==> config.mk <==
export PLATFORM = sky130hd
export DESIGN_NAME = neokeon_key_sched
export DESIGN_NICKNAME = d
export VERILOG_FILES = /design/src/rtl/neokeon_key_sched.sv
export SDC_FILE = /design/constraint.sdc
export NUM_CORES = 1
export LEC_CHECK = 0
export CAP_MARGIN = 0
export CORE_MARGIN = 10
export CORE_UTILIZATION = 41
export CTS_BUF_LIST = sky130_fd_sc_hd__clkbuf_8
export CTS_CLUSTER_SIZE = 16
export DETAILED_ROUTE_END_ITERATION = 10
export HOLD_SLACK_MARGIN = 0.12
export PLACE_DENSITY = 0.82
export SLEW_MARGIN = 10
export SYNTH_ARGS = -nofsm -noshare
export SYNTH_HDL_FRONTEND = slang
export SYNTH_SLANG_ARGS = --single-unit
export TNS_END_PERCENT = 20
==> constraint.sdc <==
create_clock -name inClk -period 1.8 [get_ports inClk]
set_input_delay 0.36 -clock inClk [delete_from_list [all_inputs] [get_ports inClk]]
set_output_delay 0.36 -clock inClk [all_outputs]
set_load 0.005 [all_outputs]
==> src/rtl/neokeon_key_sched.sv <==
`default_nettype none
//============================================================================
// Module   : neokeon_key_sched
// Purpose  : Key and round-constant schedule unit for the Neokeon core.
//            Holds the 128-bit working key written over the Ext interface,
//            generates the 8-bit Neokeon round-constant sequence (forward
//            for encryption, reverse for decryption) and tracks the round
//            index under a start/step handshake from the round controller.
// Ports    :
//   inClk        in   1                 clock, rising edge
//   inRst        in   1                 synchronous active-high reset
//   inExtWr      in   1                 Ext key write strobe
//   inExtData    in   KEY_W             key to load
//   inMode       in   1                 0 = encrypt, 1 = decrypt (on start)
//   inStart      in   1                 start a schedule run
//   inStep       in   1                 advance to the next round
//   outKey       out  KEY_W             stored key
//   outKeyValid  out  1                 key loaded since reset
//   outRC        out  RC_W              current round constant (zero-ext)
//   outRound     out  clog2(ROUNDS+1)   current round index
//   outBusy      out  1                 run in progress
//   outLast      out  1                 index is the output transformation
//   outDone      out  1                 one-cycle pulse at end of run
// Revision : 1.0 - initial release
//============================================================================
module neokeon_key_sched #(
    parameter int         ROUNDS  = 16,
    parameter int         KEY_W   = 128,
    parameter int         RC_W    = 32,
    parameter logic [7:0] RC_INIT = 8'h80,
    parameter logic [7:0] RC_POLY = 8'h1B
) (
    input  logic                           inClk,
    input  logic                           inRst,
    input  logic                           inExtWr,
    input  logic [KEY_W-1:0]               inExtData,
    input  logic                           inMode,
    input  logic                           inStart,
    input  logic                           inStep,
    output logic [KEY_W-1:0]               outKey,
    output logic                           outKeyValid,
    output logic [RC_W-1:0]                outRC,
    output logic [$clog2(ROUNDS+1)-1:0]    outRound,
    output logic                           outBusy,
    output logic                           outLast,
    output logic                           outDone
);

    localparam int RW = $clog2(ROUNDS + 1);

    //------------------------------------------------------------------------
    // GF(2^8) doubling and its inverse. The inverse relies on RC_POLY having
    // bit 0 set: a doubled value with the reduction applied is always odd,
    // so bit 0 tells whether the top bit had been shifted out.
    //------------------------------------------------------------------------
    function automatic logic [7:0] f_rc_fwd(input logic [7:0] x);
        return {x[6:0], 1'b0} ^ (x[7] ? RC_POLY : 8'h00);
    endfunction

    function automatic logic [7:0] f_rc_bwd(input logic [7:0] y);
        logic [7:0] t;
        t = y ^ RC_POLY;
        return y[0] ? ({1'b0, t[7:1]} | 8'h80) : {1'b0, y[7:1]};
    endfunction

    // Decryption starts where encryption ends: RC_INIT doubled ROUNDS times.
    function automatic logic [7:0] f_rc_dec_init();
        logic [7:0] v;
        v = RC_INIT;
        for (int i = 0; i < ROUNDS; i++) begin
            v = f_rc_fwd(v);
        end
        return v;
    endfunction

    localparam logic [7:0]    c_rc_dec_init = f_rc_dec_init();
    localparam logic [RW-1:0] c_last_round  = RW'(ROUNDS);

    //------------------------------------------------------------------------
    // Elaboration-time parameter sanity checks
    //------------------------------------------------------------------------
    generate
        if (ROUNDS < 1 || ROUNDS > 255) begin : g_bad_rounds
            $error("neokeon_key_sched: ROUNDS must be in 1..255");
        end
        if (RC_W < 8) begin : g_bad_rc_w
            $error("neokeon_key_sched: RC_W must be at least 8");
        end
        if (RC_POLY[0] != 1'b1) begin : g_bad_poly
            $error("neokeon_key_sched: RC_POLY bit 0 must be set for the inverse step");
        end
    endgenerate

    //------------------------------------------------------------------------
    // State
    //------------------------------------------------------------------------
    typedef enum logic [1:0] {
        ST_IDLE = 2'd0,
        ST_RUN  = 2'd1,
        ST_DONE = 2'd2
    } state_t;

    state_t             r_state;
    logic [KEY_W-1:0]   r_key;
    logic               r_key_valid;
    logic [7:0]         r_rc;
    logic [RW-1:0]      r_round;
    logic               r_mode;      // 1 = decrypt, latched on accepted start
    logic               r_busy;
    logic               r_done;

    logic [7:0]         w_rc_fwd;
    logic [7:0]         w_rc_bwd;
    logic               w_at_last;

    assign w_rc_fwd  = f_rc_fwd(r_rc);
    assign w_rc_bwd  = f_rc_bwd(r_rc);
    assign w_at_last = (r_round == c_last_round);

    //------------------------------------------------------------------------
    // Schedule FSM. Busy and done are registered alongside the state so the
    // controller sees glitch-free flags.
    //------------------------------------------------------------------------
    always_ff @(posedge inClk) begin
        if (inRst) begin
            r_state     <= ST_IDLE;
            r_key       <= '0;
            r_key_valid <= 1'b0;
            r_rc        <= RC_INIT;
            r_round     <= '0;
            r_mode      <= 1'b0;
            r_busy      <= 1'b0;
            r_done      <= 1'b0;
        end else begin
            r_done <= 1'b0;
            case (r_state)
                ST_IDLE: begin
                    // A key write wins over a start in the same cycle.
                    if (inExtWr) begin
                        r_key       <= inExtData;
                        r_key_valid <= 1'b1;
                        r_rc        <= RC_INIT;
                    end else if (inStart && r_key_valid) begin
                        r_mode  <= inMode;
                        r_round <= '0;
                        r_rc    <= inMode ? c_rc_dec_init : RC_INIT;
                        r_state <= ST_RUN;
                        r_busy  <= 1'b1;
                    end
                end

                ST_RUN: begin
                    // Key writes and starts are ignored: the key is frozen.
                    if (inStep) begin
                        if (!w_at_last) begin
                            r_round <= r_round + RW'(1);
                            r_rc    <= r_mode ? w_rc_bwd : w_rc_fwd;
                        end else begin
                            // Final step: RC and round hold their values.
                            r_state <= ST_DONE;
                            r_busy  <= 1'b0;
                            r_done  <= 1'b1;
                        end
                    end
                end

                ST_DONE: begin
                    // Single cycle; all inputs ignored.
                    r_state <= ST_IDLE;
                end

                default: begin
                    r_state <= ST_IDLE;
                    r_busy  <= 1'b0;
                end
            endcase
        end
    end

    //------------------------------------------------------------------------
    // Outputs
    //------------------------------------------------------------------------
    assign outKey      = r_key;
    assign outKeyValid = r_key_valid;
    assign outRound    = r_round;
    assign outBusy     = r_busy;
    assign outDone     = r_done;
    assign outLast     = (r_state == ST_RUN) && w_at_last;

    generate
        if (RC_W > 8) begin : g_rc_ext
            assign outRC = {{(RC_W - 8){1'b0}}, r_rc};
        end else begin : g_rc_direct
            assign outRC = r_rc;
        end
    endgenerate

endmodule
`default_nettype wire

### Word level (Yosys, flattened, before mapping)

Index checks and enable logic that the tools add are counted.

| storage, ports and cells | value |
|---|---|
| bits in registers | 147 |
| input port bits | 134 |
| output and inout bits | 169 |
| logic and storage cells | 60 |

| operators by class | value |
|---|---|
| $add $sub $neg | 1 |
| equality and inequality tests | 9 |
| multiplexer cells | 25 |
| bitwise gates (word level) | 6 |
| reductions and logical operators | 11 |

Operators with widths:

| cell | number |
|---|---|
| $mux W8 | 6 |
| $mux W5 | 5 |
| $pmux W8 S2 | 1 |
| $ne A2 B2 Y1 const B | 5 |
| $pmux W5 S2 | 1 |
| $reduce_and A5 Y1 | 2 |
| $mux W2 | 4 |
| $reduce_and A4 Y1 | 2 |
| $xor A8 B5 Y8 | 1 |
| $mux W7 | 1 |
| $add A5 B1 Y5 const B | 1 |
| $eq A5 B5 Y1 const B | 1 |
| $mux W1 | 5 |
| $not A1 Y1 | 4 |
| $not A4 Y4 | 1 |
| $pmux W2 S2 | 1 |
| $ne A3 B3 Y1 const B | 1 |
| $pmux W1 S3 | 1 |
| $reduce_and A3 Y1 | 1 |
| $reduce_or A3 Y1 | 1 |
| $eq A2 B1 Y1 const B | 1 |
| $eq A2 B2 Y1 const B | 1 |
| $logic_and A1 B1 Y1 | 2 |
| $logic_not A2 Y1 | 1 |
| 2 further kinds | 2 |

### Logic depth before layout (Yosys ltp)

Gate-level depths: netlist of the first run.

| logic depth | value |
|---|---|
| word-level depth | 6 |
| mapped depth | 7 |
| gate-level depth less buffers | 6 |

### Worst setup path before layout of the first run

Ideal clock, no wire load.

| timing path | value |
|---|---|
| path type | register to register |
| from | register r_round[0], in the netlist outRound[0] |
| to | register r_rc[2] |
| setup time | 0.079 ns |
| data arrival time | 1.345 ns |
| required time | 1.721 ns |
| path slack | 0.375 ns |
| cell stages (with the launch flop) | 7 |
| buffers on the path | 0 |
| period minus slack after synthesis | 1.425 ns |
| cells stage by stage | dfxtp_1 -> inv_1 -> ha_1 -> and4bb_4 -> o21ai_4 -> a21oi_1 -> a211oi_2 |

| between the ends | value |
|---|---|
| word-level cells in the longest chain between the ends | 3 |

Ends and longest elaborated chain:

| element | line | text |
|---|---|---|
| start: declaration | 107 | `logic [RW-1:0] r_round;` |
| start signal: assignment | 156 | `r_round <= r_round + RW'(1);` |
| $eq A5 B5 Y1 | 118 | `assign w_at_last = (r_round == c_last_round);` |
| $ne A2 B2 Y1 (no source line) | n/a |  |
| $reduce_and A4 Y1 (no source line) | n/a |  |
| end signal: assignment | 146 | `r_rc <= inMode ? c_rc_dec_init : RC_INIT;` |
| end signal: assignment | 157 | `r_rc <= r_mode ? w_rc_bwd : w_rc_fwd;` |
| end: declaration | 106 | `logic [7:0] r_rc;` |

Every way passes these cells.
A chain may end at the register's enable or synchronous reset.

### Worst setup path after layout of the first run

| timing path | value |
|---|---|
| from | register r_rc[5] |
| to | output outRC[5] |

RTL lines:

| element | line | text |
|---|---|---|
| end: declaration | 42 | `output logic [RC_W-1:0] outRC,` |

No word-level cell between the ends.

==> results of run 1 <==
worst min-delay path by stage:
stage | to | cells past startpoint | start
2_1_floorplan | outKey[0] | 2 | outKey[0]
3_3_place_gp | outKey[50] | 2 | outKey[50]
3_5_place_dp | outKey[121] | 2 | outKey[121]
4_1_cts | r_rc[1] | 4 | inRst
5_1_grt | r_rc[1] | 4 | inRst
6_report | r_rc[1] | 4 | inRst
cell type report:
| cell class | count | area (µm²) | area share |
|---|---|---|---|
| Inverter | 5 | 18.8 | 0.00209 |
| Clock buffer | 18 | 248 | 0.0275 |
| Sequential cell | 147 | 2950 | 0.328 |
| Clock inverter | 13 | 121 | 0.0135 |
| Tap cell | 180 | 225 | 0.0250 |
| Timing Repair Buffer | 302 | 3040 | 0.338 |
| Multi-Input combinational cell | 503 | 2390 | 0.266 |
layer usage:
layer  part of all wire  wire length, µm
met1               0.40             7480
met2               0.48             8960
met3               0.11             2020
met4              0.017              310
met5                  0                0
metrics by stage:
| step | power, µW | setup TNS [ns] | utilization | setup WS [ns] | hold WS, ns |
|---|---|---|---|---|---|
| finish | 7240 | 0 | 0.651 | 0.0753 | 0.289 |
| global route | 7590 | 0 | 0.651 | 0.000968 | 0.276 |
| CTS | 7330 | -0.00800 | 0.651 | -0.00800 | 0.250 |
| detailed placement | 4890 | -0.453 | 0.623 | -0.0985 | 0.446 |
| global placement | 4860 | -0.00529 | 0.623 | -0.00271 | 0.440 |
| floorplan | 4130 | 0 | - | 0.375 | 0.453 |
Yosys cell counts, drive strengths merged, types with 3 or more instances:
library cell  instances  share of area
nand2               265           0.17
inv                   5         0.0033
a211oi                4         0.0070
nand4                 6         0.0065
dfxtp               147           0.51
o21ai                16          0.016
clkbuf               10         0.0065
a21oi               139           0.12
xnor2                 6         0.0091
mux2i                 3         0.0052
buf                  64          0.081
nor3                  3         0.0026
nor2                 11         0.0081
repair_timing:
item	in CTS	in global routing
gates resized for setup	15	6
pin swaps	1	0
setup endpoints to repair	7	5
where the power goes:
part | internal, µW | switching, µW | total (µW)
registers | 3440 | 97.8 | 3540
logic | 748 | 522 | 1270
clock network | 1240 | 1200 | 2430
cell families after synthesis:
kind of cell               Yosys count
AOI/OAI and AO/OA                  168
xor gates and xnor gates             6
adders and majority gates            2
buffers and inverters               79
DFF                                147
muxes                                4
other                                1
and+or+nand+nor                    299
sequential cells by signal, indices dropped and copies added, names as in the netlist:
signal       cells
outKey         128
r_rc             8
outDone          1
outKeyValid      1
outBusy          1
r_mode           1
outRound         5
r_state          2
==> summary.txt, run 1 <==
Layout
  • Ant. Diodes: 0
  • Commonest non-fill, non-tap cell in the layout: clkdlybuf4s50_1
  • Post-layout net count: 1112
  • Share of cells above drive strength 1: 0.0820
  • Area delta synth->final: 56.6%
  • Layout Cells excl Fill: 1168
  • Leading cell types in the layout, fill and taps excluded: clkdlybuf4s50_1 (271), nand2_1 (264), a21oi_1 (139), dfxtp_1 (139), conb_1 (24)
  • Filler Cells Inserted: 1128
  • Post-layout instance area: 9000 µm²

Worst setup path
  • CP Data Required Time: 1.44 ns
  • WP buf/inv: 1
  • Origin of the worst setup path: r_rc[5]
  • Crit path to: outRC[5]
  • CP Class: flop to output port
  • Flop-to-flop setup slack: 0.28 ns
  • RR Endpoint: r_rc[2]
  • Startpoint types: flop
  • Levels on crit path: 1
  • Crit Path Max Fanout: 4
  • CP Cell Sequence: clkdlybuf4s50_1
  • Critical path's largest stage delay: 0.53 ns
  • Critical path arrival: 1.36 ns
  • Max stage delay cell, worst path: clkdlybuf4s50_1
  • Reg2reg start: r_state[0]
  • CP delay by family, top: buffers and inverters
  • Length in cells of the worst reg-to-reg path: 5
  • Setup crit end kind: output port

Routing
  • Final WL: 18.8 mm
  • DRT iter0 DRCs: 277
  • Residual DRC count: 0
  • Routed len/inst: 16.1 µm
  • Detailed Routing Iterations Pass 1: 5
  • Via count: 5552
  • DR vias/cell: 4.75
  • Post-route ant nets: 0

Clocking
  • Hold-fix buffers at CTS: 0
  • Clk root buf: clkbuf_8
  • CTS tree: built
  • CTS Buf Count: 17
  • Clock Path Buffers: 2
  • Post-CTS setup buffer count: 0
  • H-tree depth: 4
  • Worst skew pair latency: 0.44 ns
  • CTS sink count: 147
  • CTS clk-pin slew, worst paths: 0.08 ns

Global route
  • Routing usage on met2: 0.301
  • Total GRT Usage: 0.187
  • M3 GR Usage: 0.0925
  • First-pass GRT wire length: 29.2 mm
  • Initial antenna violation count: 0
  • Grt total ovfl: 0
  • GRT Max-Usage Layer: met2
  • Largest net degree at the start of global routing: 80
  • M1 GR Usage: 0.212
  • Vias in the first global route: 5274

Timing
  • Clock Skew: 0.0133 ns
  • Period utilisation layout: 0.958
  • Fmax: 580 MHz
  • Final Hold Viols: 0
  • Min Tclk post-route: 1.72 ns
  • RSZ-0062 raised after global routing: false
  • Final slew viol count: 0
  • Finish-stage setup viols: 0

Placed design
  • Port bufs: 278
  • Final Wtd Congestion: 0.819
  • Dpl cell area: 8610 µm²
  • Placed Cells: 1137
  • Final HPWL DP: 14.2 mm

Power
  • P_leak: 0.00347 µW
  • Max VDD drop: 0.720 mV
  • Power per cell area: 805 nW/µm²

Floorplanning
  • Die Span Y: 138 µm
  • CORE AREA: 13800 µm²
  • Row count: 43
  • Die Wd: 138 µm
  • I/O Pins: 303
  • Initial Utilization: 0.416
  • Die ar.: 19200 µm²

Synthesis
  • Yosys warns: 0
  • Xor-xnor portion of the synthesized cell area: 0.00914
  • Adder-Cell Fraction of Synth Area: 0.00435
  • Netlist cell types: 44
  • Compound-Gate Fraction of Synth Area: 0.161
  • Seq/Total Area, Yosys: 0.512
  • Post-synthesis simple-gate area fraction: 0.215
  • Synth Flop Type: dfxtp_1
  • Synth Register Bits: 147
  • Largest family of logic cells by synthesized area: simple AND/OR/NAND/NOR gates
  • Syn Area/Cell: 8.14 µm²
  • Synth Instances: 706
  • Synthesized area: 5750 µm²
  • Async S/R FF share, synth: 0
  • Multiplexer share of the synthesized area: 0.00718
  • EDFF count, synth: 0

Run
  • Max-cap viol count: 0

Min path
  • Hold WC Path Type: input pin to flop

Run status
  • Status: completed
Power figures use the tool's default switching activity.
==> run 2: changes to the inputs <==
- clock period: 1.8 -> 1.59 ns (I/O delays scaled with it)
==> summary.txt, run 2 (synthesis gave the netlist of run 1 again) <==
Run status
  • Status: finished, violations left
  • Failing checks: setup timing

Routing
  • Met3 Wirelength: 2.05 mm (+1.3%)
  • Residual DRC count: 0 (unchanged)
  • Top sig layer: met4
  • DRT iter0 DRCs: 286 (+3.2%)
  • Final WL: 19.2 mm (+2.5%)
  • Post-route ant nets: 0 (unchanged)
  • Via count: 5647 (+1.7%)
  • DR vias/cell: 4.79 (+0.68%)
  • Routed len/inst: 16.3 µm (+1.5%)
  • Met2 routed WL: 8.74 mm (-2.4%)
  • Met1 wire length: 7.95 mm (+6.4%)
  • Detailed Routing Iterations Pass 1: 4 (-1)

Worst setup path
  • Setup crit end kind: output port
  • Origin of the worst setup path: outRound[0]
  • Flop-to-flop setup slack: 0.04 ns (-0.24 ns)
  • Length in cells of the worst reg-to-reg path: 8 (+3)
  • Crit Path Max Fanout: 2 (-2)
  • RR Endpoint: outRound[3]
  • Reg2reg start: outRound[0]
  • Critical path arrival: 1.33 ns (-0.03 ns)
  • CP Class: flop to output port
  • CP Data Required Time: 1.27 ns (-0.17 ns)
  • Startpoint types: flop

Power
  • Max VDD drop: 0.734 mV (+2.0%)
  • P_leak: 0.00406 µW (+17%)
  • Power per cell area: 945 nW/µm² (+17%)

Placed design
  • Final HPWL DP: 14.4 mm (+1.3%)
  • Final Wtd Congestion: 0.823 (+0.46%)
  • Port bufs: 278 (unchanged)
  • Dpl cell area: 8650 µm² (+0.46%)

Min path
  • Hold WC Path Type: input pin to flop
  • Hold path startpoint: inRst
  • Hold depth: 4 (unchanged)
  • Hold EP: r_rc[1]

Timing
  • Finish-stage setup viols: 1 (+1)
  • Period utilisation layout: 1.03
  • Fmax: 608 MHz
  • Final WS setup: -0.0547 ns (-0.130 ns)
  • Final slew viol count: 0 (unchanged)
  • Final Hold Viols: 0 (unchanged)
  • RSZ-0062 raised after global routing: true
  • Clock Skew: 0.0129 ns (-0.000418 ns)
  • Min Tclk post-route: 1.64 ns

Global route
  • First-pass GRT wire length: 29.8 mm (+1.8%)
  • Total GRT Usage: 0.190 (+0.00319)
  • Initial antenna violation count: 1 (+1)
  • Largest net degree at the start of global routing: 90 (+13%)
  • Grt total ovfl: 0 (unchanged)
  • Vias in the first global route: 5441 (+3.2%)

Clocking
  • CTS clk-pin slew, worst paths: 0.08 ns (about the same)
  • CTS sink count: 147 (unchanged)
  • Clk root buf: clkbuf_8
  • Worst skew pair latency: 0.45 ns (about the same)
  • Clock Path Buffers: 2 (unchanged)
  • CTS Buf Count: 17 (unchanged)
  • H-tree depth: 4 (unchanged)
  • CTS tree: built

Layout
  • Leading cell types in the layout, fill and taps excluded: nand2_1 (264), dlygate4sd2_1 (144), a21oi_1 (139), dfxtp_1 (136), clkdlybuf4s50_1 (132)
  • Post-layout net count: 1123 (+0.99%)
  • Area delta synth->final: 56.0%
  • Commonest non-fill, non-tap cell in the layout: nand2_1
  • Fin util: 0.648 (-0.00244)
  • Filler Cells Inserted: 1230 (+9.0%)
  • Register Area: 2960 µm² (+0.21%)
  • Ant. Diodes: 0 (unchanged)
  • Post-layout instance area: 8960 µm² (-0.38%)
  • Multi-input gate area: 2390 µm² (unchanged)
  • Max FFs per register: 128 (unchanged)
  • Share of cells above drive strength 1: 0.0980 (+0.0160)

Floorplanning
  • Die Span Y: 138 µm (unchanged)
  • I/O Pins: 303 (unchanged)
  • Initial Utilization: 0.416 (unchanged)
  • Die Wd: 138 µm (unchanged)
  • Row count: 43 (unchanged)
  • CORE AREA: 13800 µm² (unchanged)
  • Die ar.: 19200 µm² (unchanged)

Run
  • Max-cap viol count: 0 (unchanged)
[run 2: cell count changes in the layout (fill, tap and decap cells not counted), sizes merged]
cell,change
buf,+12
bufinv,+2
clkbuf,-1
clkdlybuf4s50,-139
clkinv,-1
clkinvlp,+1
dlygate4sd2,+140
dlymetal6s2s,-1
inv,-1
[run 2: critical path, cell delays in order (launching register included)]
cell and delay (ns):
dfxtp_2 0.33, inv_2 0.07, ha_4 0.15, nand4bb_4 0.11, nor2_2 0.11, buf_2 0.11
[run 2: routing by layer]
layer  global-route usage  vias up
li1                     -     2812
met1                0.219     2560
met2                0.298      240
met3               0.0856       35
met4               0.0821        0
met5                    0        -
[run 2: what timing repair did]
action / 4_1_cts / 5_1_grt
setup endpoints to repair: 145 / 2
pin swaps: 1 / 7
resized for setup: 163 / 5
hold buffers: 0 / 0
buffers inserted: 2 / 2
endpoints found under the hold margin: 0 / 0
[run 2: metrics by stage]
step	std cells	worst slack (ns)	hold slack, ns	total power [µW]	TNS (ns)
global route	1180	-0.160	0.292	8840	-0.699
detailed placement	1144	-0.147	0.446	5540	-4.11
CTS	1178	-0.158	0.206	8570	-0.158
floorplan	729	0.165	0.453	4670	0
finish	1180	-0.0547	0.231	8470	-0.0547
global placement	1144	-0.0965	0.441	5510	-0.857
[run 2: worst max-delay path by stage]
stage               cells past startpoint  slack (ns)       to
CTS                                     5       -0.16  outLast
global route                            5       -0.16  outLast
finish                                  5       -0.05  outLast
global placement                        5        -0.1   r_mode
floorplan                               6        0.17  r_rc[2]
detailed placement                      5       -0.15   r_mode
[run 2: where the power goes]
part           internal, µW  switching (µW)
clock network          1740            1430
logic                   715             599
registers              3890             101
[run 2: final cells by class]
cell class | count | area share
Clock buffer | 18 | 0.0276
Multi-Input combinational cell | 503 | 0.267
Sequential cell | 147 | 0.330
Inverter | 5 | 0.00209
Clock inverter | 14 | 0.0207
Timing Repair Buffer | 313 | 0.328
Tap cell | 180 | 0.0251
==> run 3: changes to the inputs <==
- CORE_MARGIN: 10 -> 1.5
==> summary.txt, run 3 (synthesis gave the netlist of run 1 again) <==
Placed design
  • Port bufs: 278 (unchanged)
  • Final Wtd Congestion: 0.823 (unchanged)
  • Final HPWL DP: 11.5 mm (-20%)

Floorplanning
  • I/O Pins: 303 (unchanged)
  • Die ar.: 14700 µm² (-23%)
  • Initial Utilization: 0.417 (+0.00162)
  • CORE AREA: 13800 µm² (-0.39%)
  • Row count: 43 (unchanged)
  • Die Span Y: 121 µm (-12%)
  • Die Wd: 121 µm (-12%)

Global route
  • Largest net degree at the start of global routing: 92 (+2.2%)
  • Initial antenna violation count: 0 (-1)
  • Vias in the first global route: 5363 (-1.4%)
  • First-pass GRT wire length: 25.3 mm (-15%)
  • Total GRT Usage: 0.217 (+0.0267)
  • Grt total ovfl: 0 (unchanged)

Layout
  • Filler Cells Inserted: 1203 (-2.2%)
  • Max FFs per register: 128 (unchanged)
  • Multi-input gate area: 2390 µm² (-0.10%)
  • Post-layout net count: 1121 (-0.18%)
  • Commonest non-fill, non-tap cell in the layout: nand2_1
  • Share of cells above drive strength 1: 0.121 (+0.0234)
  • Area delta synth->final: 55.7%
  • Register Area: 2990 µm² (+1.0%)
  • Leading cell types in the layout, fill and taps excluded: nand2_1 (264), dlygate4sd2_1 (144), a21oi_1 (139), clkdlybuf4s50_1 (132), dfxtp_1 (110)
  • Ant. Diodes: 0 (unchanged)

Power
  • Max VDD drop: 0.677 mV (-7.8%)
  • Clock power share: 0.361 (-0.013)
  • Tot Pwr: 8270 µW (-2.4%)
  • Sw Ratio: 0.245 (-0.00565)
  • Gate power share: 0.156 (about the same)
  • Reg power frac: 0.483 (+0.012)
  • Switching Power: 2030 µW (-4.6%)
  • Total internal power: 6250 µW (-1.7%)
  • P_leak: 0.00405 µW (-0.36%)
  • Power per cell area: 925 nW/µm² (-2.2%)

Routing
  • Detailed Routing Iterations Pass 1: 4 (unchanged)
  • Final WL: 16.2 mm (-16%)
  • Post-route ant nets: 0 (unchanged)
  • DRT iter0 DRCs: 318 (+11%)
  • Via count: 5590 (-1.0%)
  • Routed len/inst: 13.8 µm (-16%)
  • DR vias/cell: 4.75 (-0.76%)
  • Residual DRC count: 0 (unchanged)

Worst setup path
  • Critical path arrival: 1.28 ns (-0.05 ns)
  • CP Data Required Time: 1.27 ns (about the same)
  • Crit Path Max Fanout: 2 (unchanged)
  • Setup crit end kind: output port
  • Startpoint types: flop
  • CP Class: flop to output port

Clocking
  • Worst skew pair latency: 0.43 ns (-0.02 ns)
  • Clk root buf: clkbuf_8
  • Hold-fix buffers at CTS: 0 (unchanged)
  • H-tree depth: 4 (unchanged)
  • CTS sink count: 147 (unchanged)
  • CTS Buf Count: 17 (unchanged)
  • Clock Path Buffers: 2 (unchanged)
  • CTS tree: built
  • CTS clk-pin slew, worst paths: 0.08 ns (about the same)

Timing
  • Slew headroom: 0.664
  • Worst Hold Slack: 0.154 ns (-0.0770 ns)
  • Worst Tran Pin Value: 0.504 ns
  • Finish-stage setup viols: 1 (unchanged)
  • RSZ-0062 raised after global routing: true
  • Fmax: 624 MHz (+2.6%)
  • Final Hold Viols: 0 (unchanged)
  • Final WS setup: -0.0124 ns (+0.0423 ns)
  • Clock Skew: 0.00776 ns (-0.00512 ns)
  • Min Tclk post-route: 1.60 ns (-0.0423 ns)
  • Period utilisation layout: 1.01 (-0.0266)
  • Final slew viol count: 0 (unchanged)

Min path
  • Hold WC Path Type: input pin to flop

Run
  • Max-cap viol count: 0 (unchanged)

Run status
  • Status: finished, violations left
  • Failing checks: setup timing
run 3: cell types whose count changed in the layout (fill, tap and decap cells not counted), moves of 2 or more:
| cell | previous run | this run |
|---|---|---|
| dfxtp_2 | 10 | 37 |
| dfxtp_1 | 136 | 110 |
| clkbuf_8 | 18 | 23 |
| bufinv_16 | 4 | 2 |
| o21ai_0 | 7 | 9 |
| o21ai_1 | 8 | 6 |
run 3: cell type report:
type / count / share of cell area
clock buffers: 23 / 0.0354
clock inverters: 8 / 0.0110
inverters: 5 / 0.00210
multi-input cells: 503 / 0.267
flip-flops and latches: 147 / 0.334
well taps: 180 / 0.0252
repair buffers: 311 / 0.325
run 3: layer usage:
layer / wire (µm) / track usage
met1: 6480 / 0.233
met3: 1560 / 0.0883
met4: 345 / 0.0853
met2: 7810 / 0.377
met5: 0 / 0
run 3: worst paths after layout:
| check | startpoint | end | slack, ns | cells after the start |
|---|---|---|---|---|
| worst min-delay path | inRst | r_rc[5] | 0.15 | 2 |
| worst max register to register | outRound[0] | outRound[2] | 0.12 | 7 |
| worst max-delay path | outRound[0] | outLast | -0.01 | 5 |
| worst min register to register | outKey[105] | outKey[105] | 0.45 | 2 |
run 3: metrics by stage:
stage / utilization / TNS [ns] / std cells / cell area, µm² / setup slack (ns)
floorplan: - / 0 / 729 / 5830 / 0.165
global placement: 0.627 / -1.76 / 1143 / 8630 / -0.102
detailed placement: 0.627 / -7.47 / 1143 / 8630 / -0.185
CTS: 0.650 / -0.146 / 1177 / 8950 / -0.146
global route: 0.650 / -0.112 / 1177 / 8950 / -0.0983
finish: 0.650 / -0.0124 / 1177 / 8950 / -0.0124
run 3: power by group through the flow:
stage,registers [µW],logic [µW],clock network [µW]
6_report,4000,1290,2990
5_1_grt,4020,1420,3230
4_1_cts,4000,1300,3070
3_5_place_dp,4090,1420,0
3_3_place_gp,4070,1400,0
2_1_floorplan,4100,570,0
run 3: repair_timing:
action | 4_1_cts | 5_1_grt
buffers inserted | 3 | 0
setup endpoints to repair | 145 | 2
resized for setup | 189 | 1
pin swaps | 1 | 1
run 3: critical path, cell delays in order, from the launching register on:
cell and delay (ns):
dfxtp_2 0.33, inv_2 0.07, ha_4 0.14, nand4bb_4 0.10
nor2_1 0.10, buf_2 0.11
